### config.mk
export PLATFORM = sky130hd
export DESIGN_NAME = filter_scan_ctrl_flat
export DESIGN_NICKNAME = d
export VERILOG_FILES = /design/src/rtl/filter_pkg.sv /design/src/rtl/filter_scan_ctrl_if.sv /design/src/rtl/filter_evt_fifo.sv /design/src/rtl/filter_scan_ctrl.sv /design/src/flat_wrapper.sv
export SDC_FILE = /design/constraint.sdc
export NUM_CORES = 1
export LEC_CHECK = 0
export ABC_CLOCK_PERIOD_IN_PS = 3400
export CORE_MARGIN = 3
export CORE_UTILIZATION = 30
export DETAILED_ROUTE_END_ITERATION = 10
export PLACE_DENSITY = 0.58
export REMOVE_ABC_BUFFERS = 1
export SYNTH_ARGS = -nofsm -noshare
export SYNTH_HDL_FRONTEND = slang
export SYNTH_SLANG_ARGS = --single-unit
### constraint.sdc
create_clock -name clk -period 3.4 [get_ports clk]
set_input_delay 0.68 -clock clk [delete_from_list [all_inputs] [get_ports clk]]
set_output_delay 0.68 -clock clk [all_outputs]
set_load 0.005 [all_outputs]
### src/rtl/filter_pkg.sv
// Shared types for the input-deglitch scan controller.
package filter_pkg;

    typedef enum logic {IDLE, SCAN} state_t;

    // Widest channel index the event record must carry (NUM_CH up to 16).
    localparam int CH_W_MAX = 4;

    // Channel index width, at least one bit even for a single channel.
    function automatic int ch_w(input int n);
        return (n <= 1) ? 1 : $clog2(n);
    endfunction

    typedef struct packed {
        logic [CH_W_MAX-1:0] ch;
        logic                level;
    } evt_t;

endpackage

### src/rtl/filter_scan_ctrl_if.sv
// Event stream handshake: the controller drives, the consumer accepts.
interface filter_scan_ctrl_if #(parameter int CH_W = 2);
    logic            evt_valid;
    logic            evt_ready;
    logic [CH_W-1:0] evt_ch;
    logic            evt_level;

    modport master (output evt_valid, evt_ch, evt_level, input evt_ready);
    modport slave  (input evt_valid, evt_ch, evt_level, output evt_ready);
endinterface

### src/rtl/filter_evt_fifo.sv
// First-word fall-through event queue; a push while full is accepted
// only when a pop frees a slot in the same cycle.
module filter_evt_fifo
    import filter_pkg::*;
#(
    parameter int EVT_DEPTH = 4
) (
    input  logic clk,
    input  logic rst_n,
    input  logic push_i,
    input  evt_t din_i,
    input  logic pop_i,
    output evt_t dout_o,
    output logic full_o,
    output logic empty_o
);
    localparam int AW = $clog2(EVT_DEPTH);

    evt_t          mem_q [EVT_DEPTH];
    logic [AW:0]   wr_q, rd_q;
    logic          wr_en, rd_en;

    assign empty_o = (wr_q == rd_q);
    assign full_o  = (wr_q[AW] != rd_q[AW]) && (wr_q[AW-1:0] == rd_q[AW-1:0]);
    assign rd_en   = pop_i && !empty_o;
    assign wr_en   = push_i && (!full_o || rd_en);
    assign dout_o  = mem_q[rd_q[AW-1:0]];

    // Pointer update; the extra MSB separates full from empty.
    always_ff @(posedge clk or negedge rst_n) begin
        if (!rst_n) begin
            wr_q <= '0;
            rd_q <= '0;
        end else begin
            if (wr_en) wr_q <= wr_q + 1'b1;
            if (rd_en) rd_q <= rd_q + 1'b1;
        end
    end

    // Storage needs no reset; the pointers gate what is visible.
    always_ff @(posedge clk) begin
        if (wr_en) mem_q[wr_q[AW-1:0]] <= din_i;
    end

endmodule

### src/rtl/filter_scan_ctrl.sv
// Deglitch scan controller: one shared compare slot visits each channel
// per sample tick and queues an event on every filtered level change.
module filter_scan_ctrl
    import filter_pkg::*;
#(
    parameter int NUM_CH    = 4,
    parameter int CNT_W     = 16,
    parameter int AGREE     = 3,
    parameter int EVT_DEPTH = 4
) (
    input  logic                 clk,
    input  logic                 rst_n,
    input  logic                 enable,
    input  logic [CNT_W-1:0]     div_cfg,
    input  logic [NUM_CH-1:0]    raw_in,
    output logic [NUM_CH-1:0]    filt_out,
    filter_scan_ctrl_if.master   evt,
    output logic                 evt_drop,
    input  logic                 drop_clr,
    output logic                 busy
);
    localparam int              CH_W    = ch_w(NUM_CH);
    localparam logic [CNT_W-1:0] MIN_LIM = CNT_W'(NUM_CH);
    localparam logic [2:0]       CNT_TOP = 3'(AGREE - 1);
    localparam logic [CH_W-1:0]  LAST_CH = CH_W'(NUM_CH - 1);

    logic [NUM_CH-1:0]      sync1_q, sync2_q;
    logic [CNT_W-1:0]       pre_q, pre_d, lim;
    logic                   tick;
    state_t                 state_q;
    logic [CH_W-1:0]        ch_q;
    logic [NUM_CH-1:0]      filt_q;
    logic [NUM_CH-1:0][2:0] cnt_q;
    logic                   drop_q;

    logic                   slot_act, cur_in, cur_filt, differ, flip;
    logic [2:0]             cur_cnt;
    evt_t                   push_data, head;
    logic                   fifo_full, fifo_empty, pop, drop;

    // Two-flop synchroniser on every raw input bit.
    always_ff @(posedge clk or negedge rst_n) begin
        if (!rst_n) begin
            sync1_q <= '0;
            sync2_q <= '0;
        end else begin
            sync1_q <= raw_in;
            sync2_q <= sync1_q;
        end
    end

    // Period is clamped to NUM_CH+1 so a tick never lands inside a scan;
    // >= lets a smaller div_cfg take effect mid-count.
    assign lim  = (div_cfg > MIN_LIM) ? div_cfg : MIN_LIM;
    assign tick = enable && (pre_q >= lim);

    always_comb begin
        pre_d = pre_q + 1'b1;
        if (!enable || tick) pre_d = '0;
    end

    // Prescaler count register.
    always_ff @(posedge clk or negedge rst_n) begin
        if (!rst_n) pre_q <= '0;
        else        pre_q <= pre_d;
    end

    // Scan FSM: one channel per cycle, NUM_CH cycles per tick.
    always_ff @(posedge clk or negedge rst_n) begin
        if (!rst_n) begin
            state_q <= IDLE;
            ch_q    <= '0;
        end else begin
            case (state_q)
                IDLE: if (tick) begin
                    state_q <= SCAN;
                    ch_q    <= '0;
                end
                SCAN: if (ch_q == LAST_CH) begin
                    state_q <= IDLE;
                    ch_q    <= '0;
                end else begin
                    ch_q <= ch_q + 1'b1;
                end
                default: state_q <= IDLE;
            endcase
        end
    end

    // Shared compare slot for the channel currently being visited.
    assign slot_act = (state_q == SCAN);
    assign cur_in   = sync2_q[ch_q];
    assign cur_filt = filt_q[ch_q];
    assign cur_cnt  = cnt_q[ch_q];
    assign differ   = cur_in != cur_filt;
    assign flip     = slot_act && differ && (cur_cnt == CNT_TOP);

    // Per-channel agree counter and filtered level.
    always_ff @(posedge clk or negedge rst_n) begin
        if (!rst_n) begin
            filt_q <= '0;
            cnt_q  <= '0;
        end else if (slot_act) begin
            if (!differ) begin
                cnt_q[ch_q] <= '0;
            end else if (flip) begin
                filt_q[ch_q] <= ~cur_filt;
                cnt_q[ch_q]  <= '0;
            end else begin
                cnt_q[ch_q] <= cur_cnt + 1'b1;
            end
        end
    end

    assign push_data = '{ch: CH_W_MAX'(ch_q), level: ~cur_filt};
    assign pop       = !fifo_empty && evt.evt_ready;
    assign drop      = flip && fifo_full && !pop;

    filter_evt_fifo #(.EVT_DEPTH(EVT_DEPTH)) u_fifo (
        .clk     (clk),
        .rst_n   (rst_n),
        .push_i  (flip),
        .din_i   (push_data),
        .pop_i   (pop),
        .dout_o  (head),
        .full_o  (fifo_full),
        .empty_o (fifo_empty)
    );

    // Sticky overflow flag; a new drop beats a simultaneous clear.
    always_ff @(posedge clk or negedge rst_n) begin
        if (!rst_n)        drop_q <= 1'b0;
        else if (drop)     drop_q <= 1'b1;
        else if (drop_clr) drop_q <= 1'b0;
    end

    assign evt.evt_valid = !fifo_empty;
    assign evt.evt_ch    = head.ch[CH_W-1:0];
    assign evt.evt_level = head.level;
    assign filt_out      = filt_q;
    assign evt_drop      = drop_q;
    assign busy          = slot_act;

endmodule

### src/flat_wrapper.sv
// flat-port wrapper written by rule: the top's interface ports become plain ports
module filter_scan_ctrl_flat import filter_pkg::*;
#(
    parameter int NUM_CH    = 4,
    parameter int CNT_W     = 16,
    parameter int AGREE     = 3,
    parameter int EVT_DEPTH = 4
)
  (clk, rst_n, enable, div_cfg, raw_in, filt_out, evt_drop, drop_clr, busy, evt_evt_valid, evt_evt_ch, evt_evt_level, evt_evt_ready);
  filter_scan_ctrl_if #(.CH_W((ch_w(NUM_CH)))) evt_i ();
  input  logic clk;
  input  logic rst_n;
  input  logic enable;
  input  logic [CNT_W-1:0] div_cfg;
  input  logic [NUM_CH-1:0] raw_in;
  output logic [NUM_CH-1:0] filt_out;
  output logic evt_drop;
  input  logic drop_clr;
  output logic busy;
  output wire logic [$bits(evt_i.evt_valid)-1:0] evt_evt_valid;
  output wire logic [$bits(evt_i.evt_ch)-1:0] evt_evt_ch;
  output wire logic [$bits(evt_i.evt_level)-1:0] evt_evt_level;
  input wire logic [$bits(evt_i.evt_ready)-1:0] evt_evt_ready;
  assign evt_evt_valid = evt_i.evt_valid;
  assign evt_evt_ch = evt_i.evt_ch;
  assign evt_evt_level = evt_i.evt_level;
  assign evt_i.evt_ready = evt_evt_ready;
  filter_scan_ctrl #(.NUM_CH(NUM_CH), .CNT_W(CNT_W), .AGREE(AGREE), .EVT_DEPTH(EVT_DEPTH)) u_core (.clk(clk), .rst_n(rst_n), .enable(enable), .div_cfg(div_cfg), .raw_in(raw_in), .filt_out(filt_out), .evt(evt_i), .evt_drop(evt_drop), .drop_clr(drop_clr), .busy(busy));
endmodule
After elaboration in Yosys (flattened, before gate mapping) --
Memory sizes are Yosys's and may differ from the RTL's. Cells that the tools add are included.
Operators by class: add/sub/neg operators 5, multipliers 0, div/mod/pow operators 0, magnitude comparators 4, eq/ne operators 7, shift-type cells 0, muxes and demuxes 26, bitwise logic cells 4, reduce and logical (&&, ||, !) cells 18
Operators with widths (count):
- 16-bit 2-to-1 mux | 2
- 12-bit 2-to-1 mux | 2
- 16-bit by 1-bit adder with 16-bit output (second input constant) | 1
- 16-bit >= comparator | 1
- 16-bit by 3-bit greater-than comparator with 1-bit output (second input constant) | 1
- 12-bit AND | 1
- 12-bit bitwise mux | 1
- 12-bit NOT | 1
- 1-bit logical AND | 10
- 3-bit by 1-bit adder with 3-bit output (second input constant) | 3
- 1-bit 2-to-1 mux | 9
- 3-bit binary-select mux with 2-bit select | 1
- 3-bit demux with 2-bit select | 1
- 3-bit 2-to-1 mux | 2
- 1-bit binary-select mux with 2-bit select | 2
- 4-bit bitwise mux | 1
- 1-bit logical NOT | 4
- 2-bit 2-to-1 mux | 2
- 2-bit case mux with 2 select lines | 1
- 3-bit by 2-bit == test with 1-bit output (second input constant) | 1
- 3-bit == test | 1
- 2-bit by 3-bit < comparator with 1-bit output (second input constant) | 1
- 3-bit AND reduction | 1
- 2-bit by 1-bit adder with 2-bit output (second input constant) | 1
- other kinds (10) | 13
Word-level totals: register bits after elaboration 50, latch bits 0, bits in writable memories 12, bits in read-only memories 0, input port bits 25, logic and storage cells 78, memories 1
Memories:
- u_core.u_fifo.mem_q | depth 4, width 3, rd ports 1, clocked after memory_dff 0, write ports 1, line filter_evt_fifo.sv:19 | evt_t mem_q [EVT_DEPTH];

Logic depth before layout (Yosys ltp) --
word-level depth 8, mapped depth 12

Cells and area by module --
A second synthesis with hierarchy kept.
Unflattened totals: cells, all modules 319, area, all modules 3682.3 µm²
By module, submodules not included:
- filter_scan_ctrl | instances 1, cells each 246, area each 2494.9 µm², sequential area each 1101.1 µm²
- filter_evt_fifo | instances 1, cells each 73, area each 1187.4 µm², sequential area each 750.7 µm²

Worst setup path before layout --
Ideal clock, no wire load.
path kind input to register, start point input div_cfg[15], end point register u_core.pre_q[10], setup time 71 ps, data arrival time 2896 ps, data required time 3329 ps, path slack 433 ps, stages 12, path buffers 2, cell sequence nor4_1 > nand4_1 > nor4_1 > nor2_1 > ha_1 > and3_1 > o21ai_0 > a311oi_1 > or4_1 > buf_2 > buf_2 > nor2_1
Between the ends: cells in the longest elaborated chain, start to end 6
Ends and longest elaborated chain:
- start: declaration | line flat_wrapper.sv:14 | input logic [CNT_W-1:0] div_cfg;
- 16-bit by 3-bit greater-than comparator with 1-bit output | line filter_scan_ctrl.sv:54 | assign lim = (div_cfg > MIN_LIM) ? div_cfg : MIN_LIM;
- 16-bit 2-to-1 mux (*) | line filter_scan_ctrl.sv:54
- 16-bit >= comparator (*) | line filter_scan_ctrl.sv:55 | assign tick = enable && (pre_q >= lim);
- 1-bit logical AND (*) | line filter_scan_ctrl.sv:55
- 1-bit logical OR (*) | line filter_scan_ctrl.sv:59 | if (!enable || tick) pre_d = '0;
- 16-bit 2-to-1 mux (*) | line filter_scan_ctrl.sv:59
- via u_core.pre_d[10] | line filter_scan_ctrl.sv:28 | logic [CNT_W-1:0] pre_q, pre_d, lim;
- end signal: assignment | line filter_scan_ctrl.sv:65 | else pre_q <= pre_d;
- end: declaration | line filter_scan_ctrl.sv:28
The timed path passes the listed nets; every way through them passes the cells marked *. A chain may end at the register's enable or synchronous reset.

Worst setup path after layout --
start point input div_cfg[14], end point register u_core.pre_q[12]
Same word-level chain as after synthesis.

==> impl_metrics.json <==
{
  "fin_crit_sh_pct": 95.1,
  "syn_area_per_cell_um2": 11.5,
  "fin_util_pct": 38.9,
  "synth_flop_cell": "dfrtp_1",
  "antenna_found_initial": 0,
  "min_period_ps": 3230,
  "slowest_delay_ps": 440,
  "power_uw": 1880,
  "clkTransAtPathRegs_ps": 70,
  "slew_viol_final": 0,
  "critPathLaunchType": "input port",
  "critPathArrivalTime_ps": 3500,
  "path_cells": "clkdlybuf4s50_1 > nor4_2 > nand4_1 > nor4_1 > buf_4 > nor2_1 > ha_1 > and3_1 > o21ai_0 > a311oi_1 > or4_1 > buf_4 > nor2_1",
  "drc": 0,
  "viasPerCell": 4.67,
  "grt_overflow": 0,
  "setup_viol": 0,
  "post_cts_buffers": 0,
  "end_kind": "flip-flop",
  "grt_max_degree": 28,
  "grt_pass1_wl_um": 10800,
  "drtPass1Iterations": 4,
  "ys_warn_count": 0,
  "path_max_fanout": 11,
  "wl_per_cell_um": 13.8,
  "tightest_slew_ps": 635,
  "fin_skew_ps": 8.29,
  "vdd_drop_max_uv": 210,
  "io_buffers": 34,
  "crit_required_ps": 3660,
  "worstHoldPathType": "input port to asynchronous set/reset pin",
  "final_hold_viol_count": 0,
  "worstSkewPairLatency_ps": 340,
  "die_area_um2": 12100,
  "multi_input_area_um2": 1510,
  "path_delay_family": "simple AND/OR/NAND/NOR gates",
  "synth-edff-count": 12,
  "crit_slowest_cell": "clkdlybuf4s50_1",
  "diodes": 0,
  "grt_util_all_layers_pct": 11.6,
  "seq_area_frac_synth_pct": 49.7,
  "ys_types": 43,
  "yosysTopAreaCellShare_pct": 38.6,
  "dp_hpwl_um": 4920,
  "cts.path.max_buffers": 2,
  "first_iter_violations": 104,
  "drive_gt1_share_pct": 15.9,
  "ios": 35,
  "cts-root-buf": "clkbuf_8",
  "power.density_nw_per_um2": 465,
  "drv_cap": 0,
  "route.vias.total": 2220,
  "netlist_area_um2": 3240,
  "synthCells": 281,
  "die_w_um": 110,
  "critical_path_buf_inv_count": 3,
  "detail_route.wirelength_um": 6550,
  "grt_pass1_vias": 2201,
  "fill_cells": 1004,
  "cts_max_level": 3,
  "start_util_pct": 31.1,
  "clock_sinks": 62,
  "finalSetupTns_ps": 0,
  "cts_buffers": 9,
  "yosysTopAreaCell": "dfrtp_1",
  "ys_ff_latch": 62,
  "status": "finished, final reports clean",
  "fp-row-count": 37,
  "async_flop_share_pct": 80.6,
  "crit_cells": 13,
  "ant_nets": 0,
  "cts_tree": "yes",
  "area.sequential_um2": 1610,
  "relSlewSlack_pct": 57.3,
  "fmax_ghz": 0.309,
  "reg2regPathDepth": 6,
  "final_nets": 387,
  "synthTopCellsByArea": "dfrtp_1 39%, edfxtp_1 11%, ha_1 11%",
  "core-area_um2": 10400,
  "die_h_um": 110,
  "finalWeightedCongestion": 0.781,
  "p_leak_uw": 0.00182,
  "syn_to_final_growth_pct": 24.9,
  "worstSetupPathType": "input port to flip-flop"
}
-- synth_stat cells, types with 6 or more instances --
master and instances:
a21oi_1 13, dfrtp_1 50, edfxtp_1 12, ha_1 28
inv_1 25, mux2_2 6, nand2_1 23, nand3_1 10
nand4_1 6, nor2_1 20, o21ai_0 7, xnor2_1 9
xor2_1 12
-- cell type report --
cell class	count	share of cell area [%]
inverter	25	2.32
clock inverter	6	2.07
timing repair buffer	49	11.1
tap	136	4.20
multi-input combinational	187	37.2
sequential	62	39.8
clock buffer	10	3.40
-- metal layers --
metal  track usage [%]  wire length, um
met1              15.5             3230
met2              18.3             2990
met3              2.85              261
met4              4.27               66
met5                 0                0
-- power by group --
part,switching (uW),internal [uW]
sequential,58.4,811
clock,292,430
combinational,114,177
-- stage by stage --
step | worst slack [ps] | cell area (um^2) | hold WS (ps) | cells
2_1_floorplan | 472 | 3210 | 331 | 274
3_3_place_gp | -159 | 3820 | 335 | 459
3_5_place_dp | -207 | 3820 | 336 | 459
4_1_cts | 163 | 4050 | 328 | 475
5_1_grt | -30.3 | 4050 | 344 | 475
6_report | 167 | 4050 | 329 | 475
-- flip-flops by register name, summed over array words and instances (netlist names), 3 cells and up --
| register | cells |
|---|---|
| u_core.pre_q | 16 |
| u_core.sync2_q | 4 |
| u_core.cnt_q | 12 |
| u_core.sync1_q | 4 |
| u_core.u_fifo.mem_q | 12 |
| u_core.u_fifo.rd_q | 3 |
| u_core.u_fifo.wr_q | 3 |
| u_core.filt_out | 4 |
-- final timing paths --
path | start | end | slack [ps]
setup / recovery | div_cfg[14] | u_core.pre_q[12]$_DFF_PN0_ | 170
hold / removal | rst_n | u_core.u_fifo.rd_q[2]$_DFFE_PN0P_ | 330
setup reg to reg | u_core.ch_q[0]$_DFFE_PN0P_ | u_core.u_fifo.wr_q[1]$_DFFE_PN0P_ | 680
hold reg to reg | u_core.sync1_q[2]$_DFF_PN0_ | u_core.sync2_q[2]$_DFF_PN0_ | 350
max in group asynchronous | rst_n | u_core.cnt_q[10]$_DFFE_PN0P_ | 2280
min in group clk | u_core.sync1_q[2]$_DFF_PN0_ | u_core.sync2_q[2]$_DFF_PN0_ | 350
-- logic make-up (layout without fill, tap and decap cells) --
family,count (synthesis),in the layout,share of synthesized area [%]
AO/OA/AOI/OAI,35,35,6.67
flip-flops,62,62,49.7
AND/OR/NAND/NOR,87,87,13.8
multiplexers,15,15,8.45
adder cells (fa/ha/maj),28,28,10.8
XOR/XNOR,22,22,6.52
buffers and inverters,32,90,4.05
-- timing repair --
action	in CTS	in global routing
hold endpoints to repair	0	0
hold buffers	0	0
endpoints found under the setup margin	0	1
resized for setup	0	1
-- cell usage in the layout, fill, tap and decap left out, types with 4 or more instances in the layout --
cell type        synthesis  layout
clkdlybuf4s50_1          0      33
o31ai_1                  5       5
xnor2_1                  9       9
ha_1                    28      28
buf_4                    0      15
xor2_1                  12      12
o21ai_0                  7       7
nor2_1                  20      20
dfrtp_1                 50      50
a21oi_1                 13      13
nor3_1                   4       4
nand3_1                 10      10
nor4_1                   5       4
nand2_1                 23      23
mux2_2                   6       6
and3_1                   4       4
nand4_1                  6       6
clkbuf_8                 0      10
mux4_2                   5       5
inv_1                   25      25
edfxtp_1                12      12
No activity file was read; power rests on OpenSTA's default activity.
